`src/rtl/ahb_master_arbiter.sv`:
```
// ahb_master_arbiter
// Two-requester arbiter/sequencer in front of the pipelined AHB master.
// Commands from R0/R1 are serialised into the master's command port with a
// one-cycle AHB_START strobe. A small tag FIFO records who issued each read so
// returned data is steered back to the right requester.
//
// Build option: define AHB_ARB_FIXED_PRIO_EN for fixed priority (R0 always wins
// a contest); otherwise arbitration is round-robin.
//
// Handshake: a command transfers on the rising edge where R*_VALID and R*_READY
// are both 1. READY is only raised in IDLE and only for one cycle. The
// requester must hold its payload stable while VALID is 1 and READY is 0.
// RVALID has no backpressure; it is a one-cycle pulse and RDATA holds the
// value until the next delivery to the same port.
module ahb_master_arbiter #(
  parameter int C_M_AHB_ADDR_WIDTH = 32,
  parameter int C_M_AHB_DATA_WIDTH = 32,
  parameter int C_TAG_DEPTH        = 8,
  parameter int C_TAG_ADDR_WIDTH   = 3
) (
  input  logic                          M_HCLK,
  input  logic                          M_nREST,
  // requester 0
  input  logic                          R0_VALID,
  output logic                          R0_READY,
  input  logic [C_M_AHB_ADDR_WIDTH-1:0] R0_ADDR,
  input  logic [C_M_AHB_DATA_WIDTH-1:0] R0_WDATA,
  input  logic                          R0_WRITE,
  input  logic [2:0]                    R0_BURST,
  output logic                          R0_RVALID,
  output logic [C_M_AHB_DATA_WIDTH-1:0] R0_RDATA,
  // requester 1
  input  logic                          R1_VALID,
  output logic                          R1_READY,
  input  logic [C_M_AHB_ADDR_WIDTH-1:0] R1_ADDR,
  input  logic [C_M_AHB_DATA_WIDTH-1:0] R1_WDATA,
  input  logic                          R1_WRITE,
  input  logic [2:0]                    R1_BURST,
  output logic                          R1_RVALID,
  output logic [C_M_AHB_DATA_WIDTH-1:0] R1_RDATA,
  // master command interface
  output logic [C_M_AHB_ADDR_WIDTH-1:0] AR_SEND,
  output logic [C_M_AHB_DATA_WIDTH-1:0] DATA_SEND,
  output logic                          TRAN_TYPE,
  output logic [1:0]                    TRAN_STATUS,
  output logic [2:0]                    BURST_TYPE,
  output logic                          AHB_START,
  input  logic                          FIFO_FULL,
  // master receive interface
  input  logic                          RECV_FIFO_EMPTY,
  output logic                          RECV_RD,
  input  logic [C_M_AHB_DATA_WIDTH-1:0] DATA_RECV,
  // status
  output logic [C_TAG_ADDR_WIDTH:0]     OUTSTANDING,
  output logic                          ARB_ERR,
  // FSM state visibility
  output logic [1:0]                    dbg_issue_state,
  output logic [1:0]                    dbg_ret_state
);

  // Issue FSM encoding
  localparam logic [1:0] IDLE   = 2'd0;
  localparam logic [1:0] SETUP  = 2'd1;
  localparam logic [1:0] STROBE = 2'd2;
  localparam logic [1:0] HOLD   = 2'd3;

  // Return FSM encoding
  localparam logic [1:0] R_IDLE    = 2'd0;
  localparam logic [1:0] R_STROBE  = 2'd1;
  localparam logic [1:0] R_WAIT    = 2'd2;
  localparam logic [1:0] R_DELIVER = 2'd3;

  localparam logic [1:0] NONSEQ = 2'b10;

  localparam logic [C_TAG_ADDR_WIDTH-1:0] PTR_LAST = C_TAG_ADDR_WIDTH'(C_TAG_DEPTH - 1);
  localparam logic [C_TAG_ADDR_WIDTH-1:0] PTR_ONE  = C_TAG_ADDR_WIDTH'(1);
  localparam logic [C_TAG_ADDR_WIDTH:0]   CNT_FULL = (C_TAG_ADDR_WIDTH + 1)'(C_TAG_DEPTH);
  localparam logic [C_TAG_ADDR_WIDTH:0]   CNT_ONE  = (C_TAG_ADDR_WIDTH + 1)'(1);

  logic [1:0] issue_state;
  logic [1:0] ret_state;
  logic       issue_owner;   // requester id of the command in flight

  logic       elig0;
  logic       elig1;
  logic       grant0;
  logic       grant1;

  // tag FIFO
  logic                        tag_mem [C_TAG_DEPTH];
  logic [C_TAG_ADDR_WIDTH-1:0] tag_wr_ptr;
  logic [C_TAG_ADDR_WIDTH-1:0] tag_rd_ptr;
  logic [C_TAG_ADDR_WIDTH:0]   tag_cnt;
  logic                        tag_full;
  logic                        tag_empty;
  logic                        tag_push;
  logic                        tag_pop;
  logic                        tag_head;

  assign tag_full  = (tag_cnt == CNT_FULL);
  assign tag_empty = (tag_cnt == '0);
  assign tag_head  = tag_mem[tag_rd_ptr];

  // Writes never wait on tag space; reads need a free tag slot.
  assign elig0 = R0_VALID && !FIFO_FULL && (R0_WRITE || !tag_full);
  assign elig1 = R1_VALID && !FIFO_FULL && (R1_WRITE || !tag_full);

`ifndef AHB_ARB_FIXED_PRIO_EN
  logic last_winner;  // 1 = R1 won the most recent grant

  // Remember who won last so a contest goes to the other requester.
  always_ff @(posedge M_HCLK or negedge M_nREST) begin
    if (!M_nREST) begin
      last_winner <= 1'b1;
    end else if (grant0) begin
      last_winner <= 1'b0;
    end else if (grant1) begin
      last_winner <= 1'b1;
    end
  end
`endif

  // Pick at most one winner, and only while the issue FSM is idle.
  always_comb begin
    grant0 = 1'b0;
    grant1 = 1'b0;
    if (issue_state == IDLE) begin
`ifdef AHB_ARB_FIXED_PRIO_EN
      if (elig0) begin
        grant0 = 1'b1;
      end else if (elig1) begin
        grant1 = 1'b1;
      end
`else
      if (elig0 && elig1) begin
        grant0 = last_winner;
        grant1 = !last_winner;
      end else if (elig0) begin
        grant0 = 1'b1;
      end else if (elig1) begin
        grant1 = 1'b1;
      end
`endif
    end
  end

  assign R0_READY = grant0;
  assign R1_READY = grant1;

  // Issue FSM: register the winner's payload, then IDLE->SETUP->STROBE->HOLD.
  always_ff @(posedge M_HCLK or negedge M_nREST) begin
    if (!M_nREST) begin
      issue_state <= IDLE;
      issue_owner <= 1'b0;
      AR_SEND     <= '0;
      DATA_SEND   <= '0;
      TRAN_TYPE   <= 1'b0;
      BURST_TYPE  <= 3'b000;
    end else begin
      case (issue_state)
        IDLE: begin
          if (grant0 || grant1) begin
            issue_owner <= grant1;
            AR_SEND     <= grant1 ? R1_ADDR  : R0_ADDR;
            DATA_SEND   <= grant1 ? R1_WDATA : R0_WDATA;
            TRAN_TYPE   <= grant1 ? R1_WRITE : R0_WRITE;
            BURST_TYPE  <= grant1 ? R1_BURST : R0_BURST;
            issue_state <= SETUP;
          end
        end
        SETUP:   issue_state <= STROBE;
        STROBE:  issue_state <= HOLD;
        default: issue_state <= IDLE;
      endcase
    end
  end

  // Strobe straight from the state flops so reset drops it at once.
  assign AHB_START   = (issue_state == STROBE);
  assign TRAN_STATUS = NONSEQ;

  assign tag_push = (issue_state == STROBE) && !TRAN_TYPE;
  assign tag_pop  = (ret_state == R_DELIVER);

  // Tag storage needs no reset: only entries below the count are ever read.
  always_ff @(posedge M_HCLK) begin
    if (tag_push) begin
      tag_mem[tag_wr_ptr] <= issue_owner;
    end
  end

  // Tag pointers and occupancy; a simultaneous push and pop keeps the count.
  always_ff @(posedge M_HCLK or negedge M_nREST) begin
    if (!M_nREST) begin
      tag_wr_ptr <= '0;
      tag_rd_ptr <= '0;
      tag_cnt    <= '0;
    end else begin
      if (tag_push) begin
        tag_wr_ptr <= (tag_wr_ptr == PTR_LAST) ? '0 : tag_wr_ptr + PTR_ONE;
      end
      if (tag_pop) begin
        tag_rd_ptr <= (tag_rd_ptr == PTR_LAST) ? '0 : tag_rd_ptr + PTR_ONE;
      end
      case ({tag_push, tag_pop})
        2'b10:   tag_cnt <= tag_cnt + CNT_ONE;
        2'b01:   tag_cnt <= tag_cnt - CNT_ONE;
        default: tag_cnt <= tag_cnt;
      endcase
    end
  end

  assign OUTSTANDING = tag_cnt;

  // Return FSM: strobe the receive FIFO, wait a cycle for its data, then
  // deliver to the owner at the head of the tag FIFO.
  always_ff @(posedge M_HCLK or negedge M_nREST) begin
    if (!M_nREST) begin
      ret_state <= R_IDLE;
      R0_RVALID <= 1'b0;
      R1_RVALID <= 1'b0;
      R0_RDATA  <= '0;
      R1_RDATA  <= '0;
    end else begin
      R0_RVALID <= 1'b0;
      R1_RVALID <= 1'b0;
      case (ret_state)
        R_IDLE: begin
          if (!RECV_FIFO_EMPTY && !tag_empty) begin
            ret_state <= R_STROBE;
          end
        end
        R_STROBE: ret_state <= R_WAIT;
        R_WAIT: begin
          // Data read by the strobe is valid now; present it in R_DELIVER.
          if (tag_head) begin
            R1_RDATA  <= DATA_RECV;
            R1_RVALID <= 1'b1;
          end else begin
            R0_RDATA  <= DATA_RECV;
            R0_RVALID <= 1'b1;
          end
          ret_state <= R_DELIVER;
        end
        default: ret_state <= R_IDLE;
      endcase
    end
  end

  assign RECV_RD = (ret_state == R_STROBE);

  // Sticky error: the master holds read data nobody asked for.
  always_ff @(posedge M_HCLK or negedge M_nREST) begin
    if (!M_nREST) begin
      ARB_ERR <= 1'b0;
    end else if (!RECV_FIFO_EMPTY && tag_empty) begin
      ARB_ERR <= 1'b1;
    end
  end

  assign dbg_issue_state = issue_state;
  assign dbg_ret_state   = ret_state;

endmodule

```
`config.mk`:
```
export PLATFORM = sky130hd
export DESIGN_NAME = ahb_master_arbiter
export DESIGN_NICKNAME = d
export VERILOG_FILES = /design/src/rtl/ahb_master_arbiter.sv
export SDC_FILE = /design/constraint.sdc
export NUM_CORES = 1
export LEC_CHECK = 0
export ABC_AREA = 1
export BUFFER_PORTS_ARGS = -buffer_cell sky130_fd_sc_hd__clkbuf_2
export CORE_MARGIN = 2
export CORE_UTILIZATION = 53
export CTS_BUF_LIST = sky130_fd_sc_hd__clkbuf_8 sky130_fd_sc_hd__clkbuf_16
export DETAILED_ROUTE_END_ITERATION = 10
export GPL_TIMING_DRIVEN = 1
export PLACE_DENSITY = 0.94
export SKIP_CTS_REPAIR_TIMING = 1
export SYNTH_ARGS = -nofsm -noshare
export SYNTH_HDL_FRONTEND = slang
export SYNTH_SLANG_ARGS = --single-unit
```
`constraint.sdc`:
```
create_clock -name M_HCLK -period 4.7 [get_ports M_HCLK]
set_input_delay 0.47 -clock M_HCLK [delete_from_list [all_inputs] [get_ports M_HCLK]]
set_output_delay 0.47 -clock M_HCLK [all_outputs]
set_load 0.1 [all_outputs]
```
**After elaboration in Yosys (flattened, before gate mapping)**

Memory sizes are Yosys's and may differ from the RTL's.
Cells that the tools add are included.

- $mul: 0
- Reductions and logical operators: 25
- Div/mod/pow operators: 0
- Order comparisons: 0
- Mux-type cells: 26
- $add $sub $neg: 4
- Equal/unequal tests: 12
- Bitwise gates (word level): 1
- Shift-type cells: 0

Operators with widths:

| kind | number |
|---|---|
| 32-bit two-way mux | 2 |
| 1-bit two-way mux | 16 |
| 2-bit case mux with 3 select lines | 2 |
| 3-bit two-way mux | 3 |
| 2-bit equality test, second input constant | 4 |
| 1-bit logical AND | 8 |
| 4-bit case mux with 2 select lines | 1 |
| 3-bit by 1-bit adder with 3-bit output, second input constant | 2 |
| 2-bit by 1-bit equality test with 1-bit output, second input constant | 3 |
| 3-bit equality test, second input constant | 2 |
| 1-bit logical NOT | 6 |
| 2-bit AND reduction | 3 |
| 4-bit by 1-bit adder with 4-bit output, second input constant | 1 |
| 4-bit equality test, second input constant | 1 |
| 2-bit logical NOT | 2 |
| 4-bit logical NOT | 1 |
| 2-bit two-way mux | 2 |
| 2-bit nonzero test | 2 |
| 4-bit by 1-bit subtractor with 4-bit output, second input constant | 1 |
| 1-bit logical OR | 3 |
| 2-bit by 1-bit inequality test with 1-bit output, second input constant | 1 |
| 2-bit inequality test, second input constant | 1 |
| 1-bit inverter | 1 |

- Bits of input ports: 174
- Memory bits (writable): 8
- Latch bits: 0
- ROM bits: 0
- Register bits: 151
- Logic and storage cells: 85
- Memories kept: 1
- Output and inout port bits: 149

Memories:

| name | depth | bits a word | rd ports | clocked after memory_dff | write ports | RTL line | source |
|---|---|---|---|---|---|---|---|
| tag_mem | 8 | 1 | 1 | 0 | 1 | 90 | `logic tag_mem [C_TAG_DEPTH];` |

**Depth between registers and ports, before layout**

- Depth after elaboration: 11
- Depth in mapped cells: 12
- Gate-level depth less buffers: 12

**Worst setup path after synthesis**

OpenSTA, ideal clock, no wires.

- Path type: reg-to-output
- Start: reg tag_cnt[3] (netlist: OUTSTANDING[3])
- End: out R0_READY
- Data required time: 4,230 ps
- Data arrival time: 3,020 ps
- Stages on the path, launching flop included: 5
- Buffers on the path: 0
- Slack: 1,210 ps
- Path through: dfrtp_1 > inv_1 > nor2_1 > nand3_2 > a31oi_1

- Cells in the longest elaborated chain, start to end: 7
- Elaborated cells on any way between the ends: 10
- Those cells by class: 1 x eq/ne; 3 x mux; 6 x reduce/logical

RTL lines:

| element | RTL line | source |
|---|---|---|
| from (decl) | 93 | `logic [C_TAG_ADDR_WIDTH:0] tag_cnt;` |
| from (signal assigned) | 206 | `2'b10: tag_cnt <= tag_cnt + CNT_ONE;` |
| from (signal assigned) | 207 | `2'b01: tag_cnt <= tag_cnt - CNT_ONE;` |
| from (signal assigned) | 208 | `default: tag_cnt <= tag_cnt;` |
| 4-bit equality test * | 100 | `assign tag_full = (tag_cnt == CNT_FULL);` |
| 1-bit logical NOT * | 105, 106 |  |
| 1-bit logical OR (on tied branches) | 105, 106 |  |
| 1-bit logical AND (on tied branches) | 105, 106 |  |
| 1-bit two-way mux or 1-bit logical AND (tied branches) | 138, 135 |  |
| 1-bit two-way mux * | 135 | `if (elig0 && elig1) begin` |
| 1-bit two-way mux * | 127 | `if (issue_state == IDLE) begin` |
| to (decl) | 25 | `output logic R0_READY,` |

Every way passes the cells marked *; elsewhere a longest branch is shown, timed or not.

**Final worst setup path**

- Start: reg tag_cnt[1] (netlist: OUTSTANDING[1])
- End: out R1_READY

- Cells in the longest elaborated chain, start to end: 8
- Elaborated cells on any way between the ends: 11
- Those cells by class: 1 x eq/ne; 4 x mux; 6 x reduce/logical

RTL lines:

| element | RTL line | source |
|---|---|---|
| 4-bit equality test * | 100 |  |
| 1-bit logical NOT * | 105, 106 |  |
| 1-bit logical OR | 106 | `assign elig1 = R1_VALID && !FIFO_FULL && (R1_WRITE \|\| !tag_full);` |
| 1-bit logical AND | 106 |  |
| 1-bit two-way mux | 140 | `end else if (elig1) begin` |
| 1-bit two-way mux | 138 | `end else if (elig0) begin` |
| 1-bit two-way mux * | 135 |  |
| 1-bit two-way mux * | 127 |  |
| to (decl) | 34 | `output logic R1_READY,` |

Marks and branches as above.

==> impl_metrics.ini <==
[clocking]
tritoncts = yes
clk_latency_ps = 420
numCtsBuffers = 17
h-tree-depth = 4
cts_sinks = 159
root_buffer = clkbuf_16
clk_pin_slew_ps = 70
clockBufferDepth = 2

[final_layout]
finish.utilization = 0.6927
layout-drive-gt1-share = 0.2830
final_net_count = 1500
area_growth_syn_to_layout_pct = 27.92

[timing]
setup_tns_ps = 0
worst_pin_slew_ps = 770.5
max_freq_ghz = 0.3289
rsz0062_at_grt = no
whs_ps = 80.01
period_needed_ps = 3040
finalClockSkew_ps = 14.48
drv_slew = 0
setup_violations = 0
relSlewSlack = 0.4864
layout_setup_ws_ps = 1660
hold_viol_final = 0
period_share = 0.6469

[setup_path]
critPathArrivalTime_ps = 2570
r2r_slack_ps = 1930
r2r_start = OUTSTANDING[1]
crit_fanout = 69
cp-startpoint = OUTSTANDING[1]
timing.rr.end = DATA_SEND[5]
cp-end-kind = primary output
worstSetupStartpointType = flip-flop
rr_worst_depth = 8
critPathRequiredTime_ps = 4230
worstSetupPathType = reg2out

[grt]
antenna_found_initial = 1
grt_usage = 0.2876
grt_max_degree = 78
grt_pass1_wl_mm = 36.73
grt_pass1_vias = 7608
grt.overflow.total = 0

[drt]
wirelength_mm = 23.05
vias = 7945
drt_iter0_drc = 740
drc_errors = 0
wl_per_cell_um = 15.26
vias_per_cell = 5.262
dr.pass1.iters = 6
final_antenna_net_count = 0

[min_path]
hp-class = in2async

[logic_synthesis]
synth-seq-cells = 159
yosys.area.top_type = dfrtp_1
syn_inst = 1022
synthDistinctLibCells = 31
synth_area_um2 = 7870
ys_top_cells_by_area = dfrtp_1 48%, nand2_1 17%, nand3_1 11%
synth_nets = 1210
ys_warn_count = 0
yosys.area.top_type_share = 0.4769
ys_seq_area_frac = 0.5108
avgSynthCellArea_um2 = 7.701

[status]
outcome = complete, no violations

[floorplan]
dieWidth_um = 125.9
die_h_um = 125.9
ioPinCount = 323
die_area_um2 = 15840
rows = 44
start_util = 0.5415
core_area_um2 = 14530

[placed_design]
hpwl_mm = 16.32
place.gp.congestion = 0.9275
port_buffers = 320
dp_slack_ps = 2008

[run]
cap_violations = 0
worst max-delay path: stages (launching register included):
cell,delay [ps]
dfrtp_1,450
nor2_2,210
nand3_1,160
nand3_2,90
buf_4,590
nand2_2,110
inv_1,80
clkbuf_2,450
worst max path at each step:
| stage | to | cells after the start |
|---|---|---|
| 4_1_cts | R1_READY | 7 |
| 6_report | R1_READY | 7 |
| 3_5_place_dp | DATA_SEND[27] | 8 |
| 2_1_floorplan | R0_READY | 4 |
| 3_3_place_gp | DATA_SEND[11] | 8 |
| 5_1_grt | R1_READY | 7 |
cells by family after synthesis:
family                   after synthesis  synth area share
AND/OR/NAND/NOR                      601            0.3308
flip-flops                           159            0.5108
buffers and inverters                223            0.1176
XOR/XNOR                               4          0.004452
AO/OA/AOI/OAI                         19           0.01304
adder cells (fa/ha/maj)               14           0.02226
other                                  2         0.0009543
area by class of cell:
class	instances	area (um^2)
inverter	164	615.6
clock inverter	15	161.4
antenna	1	2.502
timing repair buffer	330	1683
sequential	159	4020
clock buffer	17	425.4
tap	184	230.2
fill	1100	4467
multi-input combinational	640	2929
routing by layer:
metal,part of all wire,vias to the layer above,global-route usage
li1,-,3737,-
met1,0.38,3671,0.3477
met2,0.49,473,0.4827
met3,0.096,64,0.07264
met4,0.038,0,0.1403
met5,0,-,0
sequential cells by signal, indices dropped and copies added, names as in the netlist, 2 cells and up:
register and cells:
AR_SEND 32, BURST_TYPE 3, DATA_SEND 32, OUTSTANDING 4, R0_RDATA 32, R1_RDATA 32, dbg_issue_state 2, dbg_ret_state 2
tag_mem 8, tag_rd_ptr 3, tag_wr_ptr 3
synth_stat cells (all sizes together):
master  count
buf        41
ha         14
o22ai       1
xor2        3
a31oi       1
dfstp       1
a211oi      1
o21bai      1
a21oi       3
xnor2       1
nand4      34
clkbuf     18
nor2       26
dfrtp     150
nand3     182
or2         1
edfxtp      8
inv       164
o21ai      12
nand2     358
conb        2
stage by stage:
stage / std cells / cell area, um^2
2_1_floorplan: 1022 / 7870
3_3_place_gp: 1477 / 9478
3_5_place_dp: 1477 / 9478
4_1_cts: 1509 / 10060
5_1_grt: 1510 / 10070
6_report: 1510 / 10070
layout by cell type (no fill, tap or decap), types with 2 or more instances in the layout:
cell type,Yosys,routed
xor2_1,3,3
a21oi_1,3,3
nor2_1,24,24
inv_1,161,162
o21ai_1,4,4
nand3_2,2,2
inv_6,0,2
clkbuf_16,0,17
o21ai_0,8,8
conb_1,2,2
clkinvlp_4,0,5
bufinv_16,0,2
buf_4,9,10
nand2_2,2,3
dfrtp_1,150,150
inv_2,3,3
ha_1,14,13
edfxtp_1,8,8
nand2_1,355,354
nand3_1,180,180
nand4_1,34,34
clkbuf_2,0,319
inv_8,0,2
Power is left out: the tool's default activity adds up to more than one toggle a clock period on the data nets, which glitch-free logic cannot reach.
